===== src/rtl/sram_ctrl_pkg.sv =====
// Shared geometry defaults, FSM state encoding and response entry layout
// for the bit-write SRAM request controller.
package sram_ctrl_pkg;

  localparam int DEF_BITS       = 128;
  localparam int DEF_DEPTH      = 64;
  localparam int DEF_ADDR_W     = 6;
  localparam int DEF_RESP_DEPTH = 2;

  typedef enum logic {
    INIT = 1'b0,
    RUN  = 1'b1
  } state_t;

  // One buffered read response; the FIFO stores it packed as {data, data1}.
  typedef struct packed {
    logic [DEF_BITS-1:0] data;
    logic [DEF_BITS-1:0] data1;
  } resp_t;

endpackage


===== src/rtl/sram_resp_fifo.sv =====
// Small in-order response FIFO. When empty the output keeps showing the
// last entry that was popped so downstream never sees stale slot contents.
module sram_resp_fifo #(
  parameter int DEPTH = 2,
  parameter int W     = 256,
  localparam int OCC_W = $clog2(DEPTH + 1),
  localparam int PTR_W = (DEPTH > 1) ? $clog2(DEPTH) : 1
) (
  input  logic             CLK,
  input  logic             RSTN,
  input  logic             push,
  input  logic             pop,
  input  logic [W-1:0]     wdata,
  output logic [W-1:0]     rdata,
  output logic [OCC_W-1:0] occupancy,
  output logic             empty
);

  localparam logic [OCC_W-1:0] FULL_OCC = OCC_W'(DEPTH);
  localparam logic [PTR_W-1:0] LAST_PTR = PTR_W'(DEPTH - 1);

  logic [W-1:0]     mem [DEPTH];
  logic [W-1:0]     last_out;
  logic [PTR_W-1:0] wr_ptr;
  logic [PTR_W-1:0] rd_ptr;
  logic [OCC_W-1:0] occ;
  logic             do_push;
  logic             do_pop;

  assign empty     = (occ == '0);
  assign occupancy = occ;
  assign do_pop    = pop && !empty;
  assign do_push   = push && ((occ != FULL_OCC) || do_pop);
  assign rdata     = empty ? last_out : mem[rd_ptr];

  // Storage array, written on push only; contents need no reset.
  always_ff @(posedge CLK) begin
    if (do_push) begin
      mem[wr_ptr] <= wdata;
    end
  end

  // Pointers wrap at DEPTH (not necessarily a power of two); occupancy tracks push/pop.
  always_ff @(posedge CLK) begin
    if (!RSTN) begin
      wr_ptr   <= '0;
      rd_ptr   <= '0;
      occ      <= '0;
      last_out <= '0;
    end else begin
      if (do_push) begin
        wr_ptr <= (wr_ptr == LAST_PTR) ? '0 : wr_ptr + PTR_W'(1);
      end
      if (do_pop) begin
        rd_ptr   <= (rd_ptr == LAST_PTR) ? '0 : rd_ptr + PTR_W'(1);
        last_out <= mem[rd_ptr];
      end
      case ({do_push, do_pop})
        2'b10:   occ <= occ + OCC_W'(1);
        2'b01:   occ <= occ - OCC_W'(1);
        default: occ <= occ;
      endcase
    end
  end

endmodule


===== src/rtl/sram_bw_req_ctrl.sv =====
// Request-side controller for the single-port bit-write SRAM macro. Zero-fills
// the array after reset, then drives the macro pins straight from accepted
// requests and queues read data (valid only the cycle after the access).
module sram_bw_req_ctrl
  import sram_ctrl_pkg::*;
#(
  parameter int BITS       = DEF_BITS,
  parameter int DEPTH      = DEF_DEPTH,
  parameter int ADDR_W     = DEF_ADDR_W,
  parameter int RESP_DEPTH = DEF_RESP_DEPTH
) (
  input  logic                CLK,
  input  logic                RSTN,
  input  logic                req_valid,
  output logic                req_ready,
  input  logic                req_write,
  input  logic [ADDR_W-1:0]   req_addr,
  input  logic [ADDR_W-1:0]   req_addr1,
  input  logic [BITS-1:0]     req_wdata,
  input  logic [BITS/8-1:0]   req_wstrb,
  output logic                resp_valid,
  input  logic                resp_ready,
  output logic [BITS-1:0]     resp_data,
  output logic [BITS-1:0]     resp_data1,
  output logic                init_done,
  output logic                CEN,
  output logic                WEN,
  output logic [BITS-1:0]     BWEN,
  output logic [ADDR_W-1:0]   A,
  output logic [ADDR_W-1:0]   A1,
  output logic [BITS-1:0]     D,
  input  logic [BITS-1:0]     Q,
  input  logic [BITS-1:0]     Q1
);

  localparam int OCC_W = $clog2(RESP_DEPTH + 1);
  localparam logic [OCC_W:0]    RESP_LIM  = (OCC_W + 1)'(RESP_DEPTH);
  localparam logic [ADDR_W-1:0] LAST_ADDR = ADDR_W'(DEPTH - 1);

  state_t              state;
  state_t              state_nxt;
  logic [ADDR_W-1:0]   init_addr;
  logic                inflight;
  logic                accept;
  logic                pop;
  logic                fifo_empty;
  logic [OCC_W-1:0]    occ;
  logic [OCC_W:0]      pending;
  logic [BITS-1:0]     strb_mask;
  logic [2*BITS-1:0]   fifo_rdata;

  // Slots committed once this cycle settles: buffered + the read whose data
  // arrives now, minus the entry leaving now. Never negative since pop implies occ>0.
  assign pop        = resp_valid && resp_ready;
  assign pending    = {1'b0, occ} + {{OCC_W{1'b0}}, inflight} - {{OCC_W{1'b0}}, pop};
  assign req_ready  = (state == RUN) && (pending < RESP_LIM);
  assign accept     = req_valid && req_ready;
  assign init_done  = (state == RUN);
  assign resp_valid = !fifo_empty;
  assign resp_data  = fifo_rdata[2*BITS-1:BITS];
  assign resp_data1 = fifo_rdata[BITS-1:0];

  // Expand byte strobes to one enable bit per data bit.
  always_comb begin
    strb_mask = '0;
    for (int i = 0; i < BITS; i++) begin
      strb_mask[i] = req_wstrb[i/8];
    end
  end

  // State register, zero-fill address counter and the one-cycle read-in-flight flag.
  always_ff @(posedge CLK) begin
    if (!RSTN) begin
      state     <= INIT;
      init_addr <= '0;
      inflight  <= 1'b0;
    end else begin
      state    <= state_nxt;
      inflight <= accept && !req_write;
      if (state == INIT) begin
        init_addr <= init_addr + ADDR_W'(1);
      end
    end
  end

  // Next state and macro pin mux: zero-fill writes in INIT, request pass-through in RUN.
  always_comb begin
    state_nxt = state;
    CEN       = 1'b1;
    WEN       = 1'b1;
    BWEN      = '1;
    A         = '0;
    A1        = '0;
    D         = '0;
    case (state)
      INIT: begin
        CEN  = 1'b0;
        WEN  = 1'b0;
        BWEN = '0;
        A    = init_addr;
        if (init_addr == LAST_ADDR) begin
          state_nxt = RUN;
        end
      end
      RUN: begin
        if (accept) begin
          CEN = 1'b0;
          A   = req_addr;
          if (req_write) begin
            WEN  = 1'b0;
            D    = req_wdata;
            BWEN = ~strb_mask;
          end else begin
            A1 = req_addr1;
          end
        end
      end
      default: state_nxt = INIT;
    endcase
  end

  sram_resp_fifo #(
    .DEPTH(RESP_DEPTH),
    .W    (2*BITS)
  ) u_resp_fifo (
    .CLK      (CLK),
    .RSTN     (RSTN),
    .push     (inflight),
    .pop      (pop),
    .wdata    ({Q, Q1}),
    .rdata    (fifo_rdata),
    .occupancy(occ),
    .empty    (fifo_empty)
  );

endmodule

===== config.mk =====
export PLATFORM = sky130hd
export DESIGN_NAME = sram_bw_req_ctrl
export DESIGN_NICKNAME = d
export VERILOG_FILES = /design/src/rtl/sram_ctrl_pkg.sv /design/src/rtl/sram_resp_fifo.sv /design/src/rtl/sram_bw_req_ctrl.sv
export SDC_FILE = /design/constraint.sdc
export NUM_CORES = 1
export LEC_CHECK = 0
export BUFFER_PORTS_ARGS = -buffer_cell sky130_fd_sc_hd__buf_2
export CAP_MARGIN = 25
export CORE_AREA = 3 3 372 374
export CTS_BUF_LIST = sky130_fd_sc_hd__clkbuf_4 sky130_fd_sc_hd__clkbuf_8
export DETAILED_ROUTE_END_ITERATION = 7
export DIE_AREA = 0 0 375 377
export PLACE_DENSITY_LB_ADDON = 0.3
export SETUP_SLACK_MARGIN = 0.02
export SKIP_CTS_REPAIR_TIMING = 1
export SYNTH_ARGS = -nofsm -noshare
export SYNTH_HDL_FRONTEND = slang
export SYNTH_SLANG_ARGS = --single-unit

===== constraint.sdc =====
create_clock -name CLK -period 13.9 [get_ports CLK]
set_input_delay 0.695 -clock CLK [delete_from_list [all_inputs] [get_ports CLK]]
set_output_delay 0.695 -clock CLK [all_outputs]
set_load 0.01 [all_outputs]

==> results.py, run 1 <==
metrics = {
    "cells_and_area": {
        "synthToLayoutAreaGrowth_pct": 34.9,
        "stdcell_count": 5610,
        "finalNetCount": 4079,
        "drive_gt1_share_pct": 32.7,
    },
    "critical_path": {
        "critPathMaxFanout": 129,
        "end_kind": "output pin",
        "critical_path_arrival_ns": 4.80,
        "crit_required_ns": 13.20,
        "crit_path_top_delay_cell": "a21oi_1",
        "slowest_delay_ns": 0.81,
        "start_kind": "flop",
        "critPathKind": "flop to output pin",
        "crit_chain": "o21a_4 -> ha_1 -> nand2b_1 -> fa_1 -> xor2_1 -> nor3_4 -> buf_4 -> buf_16 -> a21oi_1 -> buf_2",
    },
    "logic_synthesis": {
        "synth-edff-count": 512,
        "async_flop_share_pct": 0,
        "synthTopCellsByCount": "edfxtp_1 (512), a21oi_1 (272), dfxtp_1 (269)",
        "yosysTopAreaCell": "edfxtp_1",
        "synth_ff_type": "edfxtp_1",
        "ys_ff_latch": 781,
        "syn_avg_cell_area_um2": 12.5,
        "ys_seq_area_share_pct": 64.2,
        "yosysMostFrequentCell": "edfxtp_1",
        "ys_top_cells_by_area": "edfxtp_1 (48%), dfxtp_1 (17%), mux2i_1 (8.0%)",
        "synth_cell_type_count": 34,
        "syn_area_mm2": 0.0323,
        "synth_top_area_share_pct": 47.5,
        "synth_nets": 3002,
        "yosys_warnings": 0,
        "postSynthCellCount": 2581,
    },
    "detailed_routing": {
        "drt_first_iter_violations": 1526,
        "route.detailed.drc": 0,
        "ant_nets": 0,
        "dr_total_vias": 24761,
        "wire_per_inst_um": 24.2,
        "via_per_inst": 4.41,
        "first_pass_iters": 7,
        "wl_um": 135000,
    },
    "cts": {
        "path_clk_slew_ns": 0.06,
        "cts-root-buf": "clkbuf_8",
        "htree_levels": 4,
        "clock-sinks": 781,
        "cts_buffers": 145,
        "cts_tree": "built",
        "worstSkewPairLatency_ns": 0.85,
        "cts_buffer_depth": 3,
    },
    "power_and_ir_drop": {
        "p_leak_uw": 0.0202,
        "ir_drop_v": 0.0000801,
        "p_per_area_mw_per_mm2": 114,
    },
    "timing": {
        "final_hold_viol_count": 0,
        "drv_slew": 0,
        "max_freq_mhz": 182,
        "rsz0062_at_grt": "no",
        "worst_pin_slew_ns": 1.05,
        "post-route-min-period_ns": 5.50,
        "finClkSkew_ns": 0.0298,
        "slew_headroom_pct": 30.3,
        "setup_tns_ns": 0,
        "post-route-period-util_pct": 39.5,
        "setup_violations": 0,
    },
    "global_routing": {
        "grtUsageMet3_pct": 9.72,
        "first_global_vias": 21900,
        "met1_usage_pct": 22.3,
        "grt_first_pass_wirelength_um": 178000,
        "antenna_found_initial": 108,
        "met2_usage_pct": 27.0,
        "busiest_layer": "met2",
        "grt_max_degree": 214,
        "overflow": 0,
        "grtUsageTotal_pct": 18.1,
    },
    "place": {
        "gp_congestion": 1.16,
        "dp_hpwl_um": 100000,
        "place_inst": 5030,
        "port-buffer-count": 945,
    },
    "floorplanning": {
        "rows": 135,
        "die_h_um": 377,
        "die_x_um": 375,
        "core_mm2": 0.135,
        "start_util_pct": 23.9,
        "dieArea_mm2": 0.141,
        "num_io_pins": 946,
    },
    "min_path": {
        "hp-class": "input pin to flop",
    },
    "outcome": {
        "outcome": "finished clean",
    },
    "flow_run": {
        "max_cap_violations": 0,
    },
}
## placed cells by master (no fill, tap or decap), types with 3 or more instances in the layout
| master | instances |
|---|---|
| buf_2 | 944 |
| edfxtp_1 | 512 |
| a21oi_1 | 272 |
| dfxtp_1 | 268 |
| nand2_1 | 261 |
| nor2_1 | 259 |
| mux2i_1 | 258 |
| o211a_1 | 256 |
| dlygate4sd3_1 | 256 |
| clkbuf_8 | 160 |
| and2_1 | 136 |
| clkbuf_4 | 66 |
| diode_2 | 50 |
| buf_4 | 26 |
| clkinv_1 | 20 |
| xnor2_1 | 7 |
| nor3b_1 | 7 |
| buf_16 | 7 |
| a22o_1 | 6 |
| clkinvlp_4 | 5 |
| inv_8 | 4 |
| clkinv_2 | 4 |
| inv_1 | 3 |
| nand2b_1 | 3 |
| ha_1 | 3 |
| inv_12 | 3 |
## report_power, final
part / internal, uW / switching (uW)
Clock: 1290 / 1030
Combinational: 93.7 / 96.9
Sequential: 2470 / 0.928
## sequential cells by signal, indices dropped and copies added (netlist names), named ones only
signal and cells:
inflight 1, init_addr 6, init_done 1, u_resp_fifo.last_out 256
u_resp_fifo.mem 512, u_resp_fifo.occupancy 2, u_resp_fifo.rd_ptr 1, u_resp_fifo.wr_ptr 1
## worst max-delay path, delay by kind of cell (launching register included)
kind	cells	cell delay, ns
adder cells (fa/ha/maj)	2	0.77
AO/OA/AOI/OAI	2	1.35
flip-flops	1	0.52
XOR/XNOR	1	0.29
buffers and inverters	3	0.69
AND/OR/NAND/NOR	2	0.30
## cell type report
| class | instances | area [um2] |
|---|---|---|
| diodes | 50 | 125 |
| clock buffers | 226 | 2700 |
| clock inverters | 42 | 352 |
| fillers | 13708 | 91700 |
| inverters | 4 | 15.0 |
| multi-input cells | 1490 | 9730 |
| flip-flops and latches | 781 | 20800 |
| well taps | 1781 | 2230 |
| repair buffers | 1236 | 7730 |
## per-layer routing
metal  vias up  wire length, um
met5         -              345
met4        50             3990
met3       267            13200
met2       950            59400
met1     12038            58600
li1      11456                -
## path summary, 6_finish.rpt
path                       startpoint                      end  slack (ns)  cells after the start
min reg2reg   u_resp_fifo.last_out[9]  u_resp_fifo.last_out[9]        0.49                      1
max reg2reg  u_resp_fifo.occupancy[0]  u_resp_fifo.mem[0][118]       10.26                      4
min                         req_write                 inflight        0.24                      2
max          u_resp_fifo.occupancy[1]                BWEN[111]        8.40                     10
## cells by family after synthesis
group / Yosys count / share of synthesized area [%]
compound gates: 541 / 12.5
xor+xnor: 9 / 0.244
fa+ha+maj: 4 / 0.178
buf+inv: 310 / 5.80
flops: 781 / 64.2
mux: 258 / 7.99
simple gates: 678 / 9.14
## stage by stage
step,utilization [%],worst slack [ns],instance area [um2],power [uW],hold WS [ns]
global route,32.2,8.05,43600,5180,0.138
global placement,27.9,8.74,37700,2640,0.479
finish,32.3,8.40,43600,4980,0.235
CTS,30.1,7.81,40800,5010,-0.144
detailed placement,27.9,8.66,37700,2640,0.486
floorplan,-,1.60,32300,2540,0.451
No activity file was read; power rests on OpenSTA's default activity.
==> inputs of run 2 (changes only) <==
Settings changed: ABC_AREA from default to 1, CORE_AREA 3 3 372 374 to 3 3 367 369, DIE_AREA 0 0 375 377 to 0 0 370 372.
Clock period 13.9 ns to 5 ns, I/O delays scaled along.
==> results.py, run 2 <==
metrics = {
    "power_and_ir_drop": {
        "ir_drop_v": 0.000236,
        "p_per_area_mw_per_mm2": 305,
        "p_leak_uw": 0.0185,
    },
    "logic_synthesis": {
        "ys_ff_latch": 781,
        "ys_top_cells_by_area": "edfxtp_1 (46%), dfxtp_1 (16%), o21ai_0 (11%)",
        "syn_area_mm2": 0.0335,
        "synth_top_area_share_pct": 45.8,
        "postSynthCellCount": 3621,
        "synth-edff-count": 512,
        "ys_seq_area_share_pct": 61.9,
        "yosysTopAreaCell": "edfxtp_1",
        "async_flop_share_pct": 0,
        "synth_ff_type": "edfxtp_1",
        "yosysMostFrequentCell": "o21ai_0",
        "synthTopCellsByCount": "o21ai_0 (736), nand2_1 (703), inv_1 (562)",
        "syn_avg_cell_area_um2": 9.26,
        "synth_nets": 4042,
        "yosys_warnings": 0,
        "synth_cell_type_count": 24,
    },
    "detailed_routing": {
        "ant_nets": 0,
        "via_per_inst": 4.23,
        "wire_per_inst_um": 18.0,
        "wl_um": 118000,
        "first_pass_iters": 5,
        "drt_first_iter_violations": 1455,
        "dr_total_vias": 27708,
        "route.detailed.drc": 0,
    },
    "cts": {
        "cts_buffers": 139,
        "path_clk_slew_ns": 0.05,
        "cts_buffer_depth": 3,
        "clock-sinks": 781,
        "cts_tree": "built",
        "worstSkewPairLatency_ns": 0.84,
        "cts-root-buf": "clkbuf_8",
        "htree_levels": 4,
    },
    "global_routing": {
        "grt_first_pass_wirelength_um": 162000,
        "grtUsageTotal_pct": 16.1,
        "first_global_vias": 24388,
        "antenna_found_initial": 25,
        "grt_max_degree": 218,
        "overflow": 0,
    },
    "critical_path": {
        "critical_path_arrival_ns": 4.18,
        "start_kind": "flop",
        "end_kind": "output pin",
        "critPathMaxFanout": 34,
        "crit_required_ns": 4.75,
        "critPathKind": "flop to output pin",
    },
    "place": {
        "gp_congestion": 0.918,
        "place_inst": 6010,
        "dp_hpwl_um": 81200,
        "port-buffer-count": 945,
    },
    "timing": {
        "setup_violations": 0,
        "drv_slew": 0,
        "post-route-period-util_pct": 88.7,
        "slew_headroom_pct": 23.2,
        "post-route-min-period_ns": 4.43,
        "final_hold_viol_count": 0,
        "finClkSkew_ns": 0.0466,
        "rsz0062_at_grt": "no",
        "whs_ns": 0.0594,
        "max_freq_mhz": 226,
        "setup_tns_ns": 0,
        "worst_pin_slew_ns": 1.15,
    },
    "cells_and_area": {
        "final_common_cell": "buf_2",
        "finalNetCount": 5075,
        "stdcell_count": 6545,
        "final_cell_mix": "buf_2 (943), o21ai_0 (736), nand2_1 (703)",
        "synthToLayoutAreaGrowth_pct": 32.9,
        "drive_gt1_share_pct": 25.9,
        "largestRegisters": "u_resp_fifo.mem x512, u_resp_fifo.last_out x256, init_addr x6",
        "top_register": "u_resp_fifo.mem",
        "largest_reg_flops": 512,
    },
    "min_path": {
        "hp-class": "input pin to flop",
    },
    "flow_run": {
        "max_cap_violations": 0,
    },
    "floorplanning": {
        "core_mm2": 0.131,
        "die_x_um": 370,
        "num_io_pins": 946,
        "die_h_um": 372,
        "dieArea_mm2": 0.138,
        "start_util_pct": 25.5,
        "rows": 133,
    },
    "outcome": {
        "outcome": "finished clean",
    },
}
## run 2: changes by cell type after synthesis, sizes merged, moves of 19 or more
cell	before	now
buf	255	209
nand2	261	705
clkbuf	51	141
nand4	0	19
and2	136	0
o211a	256	0
o21ai	1	775
nor2	261	141
inv	4	565
mux2i	258	0
## run 2: stage by stage
step / utilization, % / total power [uW] / area (um2) / setup WS, ns
floorplan: - / 7120 / 33500 / -2.77
global placement: 29.7 / 7400 / 39000 / 1.15
CTS: 31.9 / 13700 / 42000 / 0.134
finish: 33.9 / 13600 / 44600 / 0.566
global route: 33.9 / 14200 / 44600 / 0.207
detailed placement: 29.7 / 7410 / 39000 / 0.982
## run 2: cell families (layout without fill, tap and decap cells)
logic type | after synthesis | in the layout | share of synthesized area [%]
and+or+nand+nor | 879 | 880 | 10.1
other | 0 | 19 | 0
adders and majority gates | 4 | 4 | 0.172
buffers and inverters | 915 | 2064 | 12.3
DFF | 781 | 781 | 61.9
AOI/OAI and AO/OA | 1042 | 1042 | 15.6
## run 2: path summary, 6_finish.rpt
path                                   from                   endpoint  slack [ns]  depth (start not counted)
setup / recovery   u_resp_fifo.occupancy[1]                     D[107]        0.57                         13
hold / removal                   resp_ready         u_resp_fifo.rd_ptr        0.06                          4
setup reg to reg   u_resp_fifo.occupancy[1]                   inflight        1.71                         11
hold reg to reg   u_resp_fifo.last_out[255]  u_resp_fifo.last_out[255]        0.44                          2
## run 2: critical path: stages, from the launching register on
cell     delay (ns)
dfxtp_1        0.46
nor2_1         0.08
nor2_1         0.26
ha_1           0.29
inv_1          0.06
nand2_1        0.06
fa_1           0.51
nand2_1        0.08
a21oi_4        0.11
buf_4          0.32
nand3_4        0.42
buf_4          0.41
nor2_1         0.13
buf_2          0.14
## run 2: power by group
group          total, uW  switching, uW  leakage (uW)  internal [uW]
combinational        588            298        0.0102            290
clock               6150           2720       0.00155           3420
sequential          6870           2.11       0.00677           6870
total              13600           3020        0.0185          10600
## run 2: metal layers
| metal | track usage [%] | up-vias | wire [um] |
|---|---|---|---|
| met5 | 0 | - | 13 |
| met4 | 9.61 | 2 | 5860 |
| met3 | 4.54 | 211 | 7350 |
| met2 | 29.9 | 864 | 63000 |
| met1 | 15.8 | 12809 | 41300 |
| li1 | - | 13822 | - |
## run 2: final cells by class
class	count	area, um2
Antenna cell	19	47.5
Clock buffer	211	2570
Clock inverter	47	362
Fill cell	13526	86900
Inverter	565	2120
Multi-Input combinational cell	1926	8720
Sequential cell	781	20800
Tap cell	1755	2200
Timing Repair Buffer	1241	7800
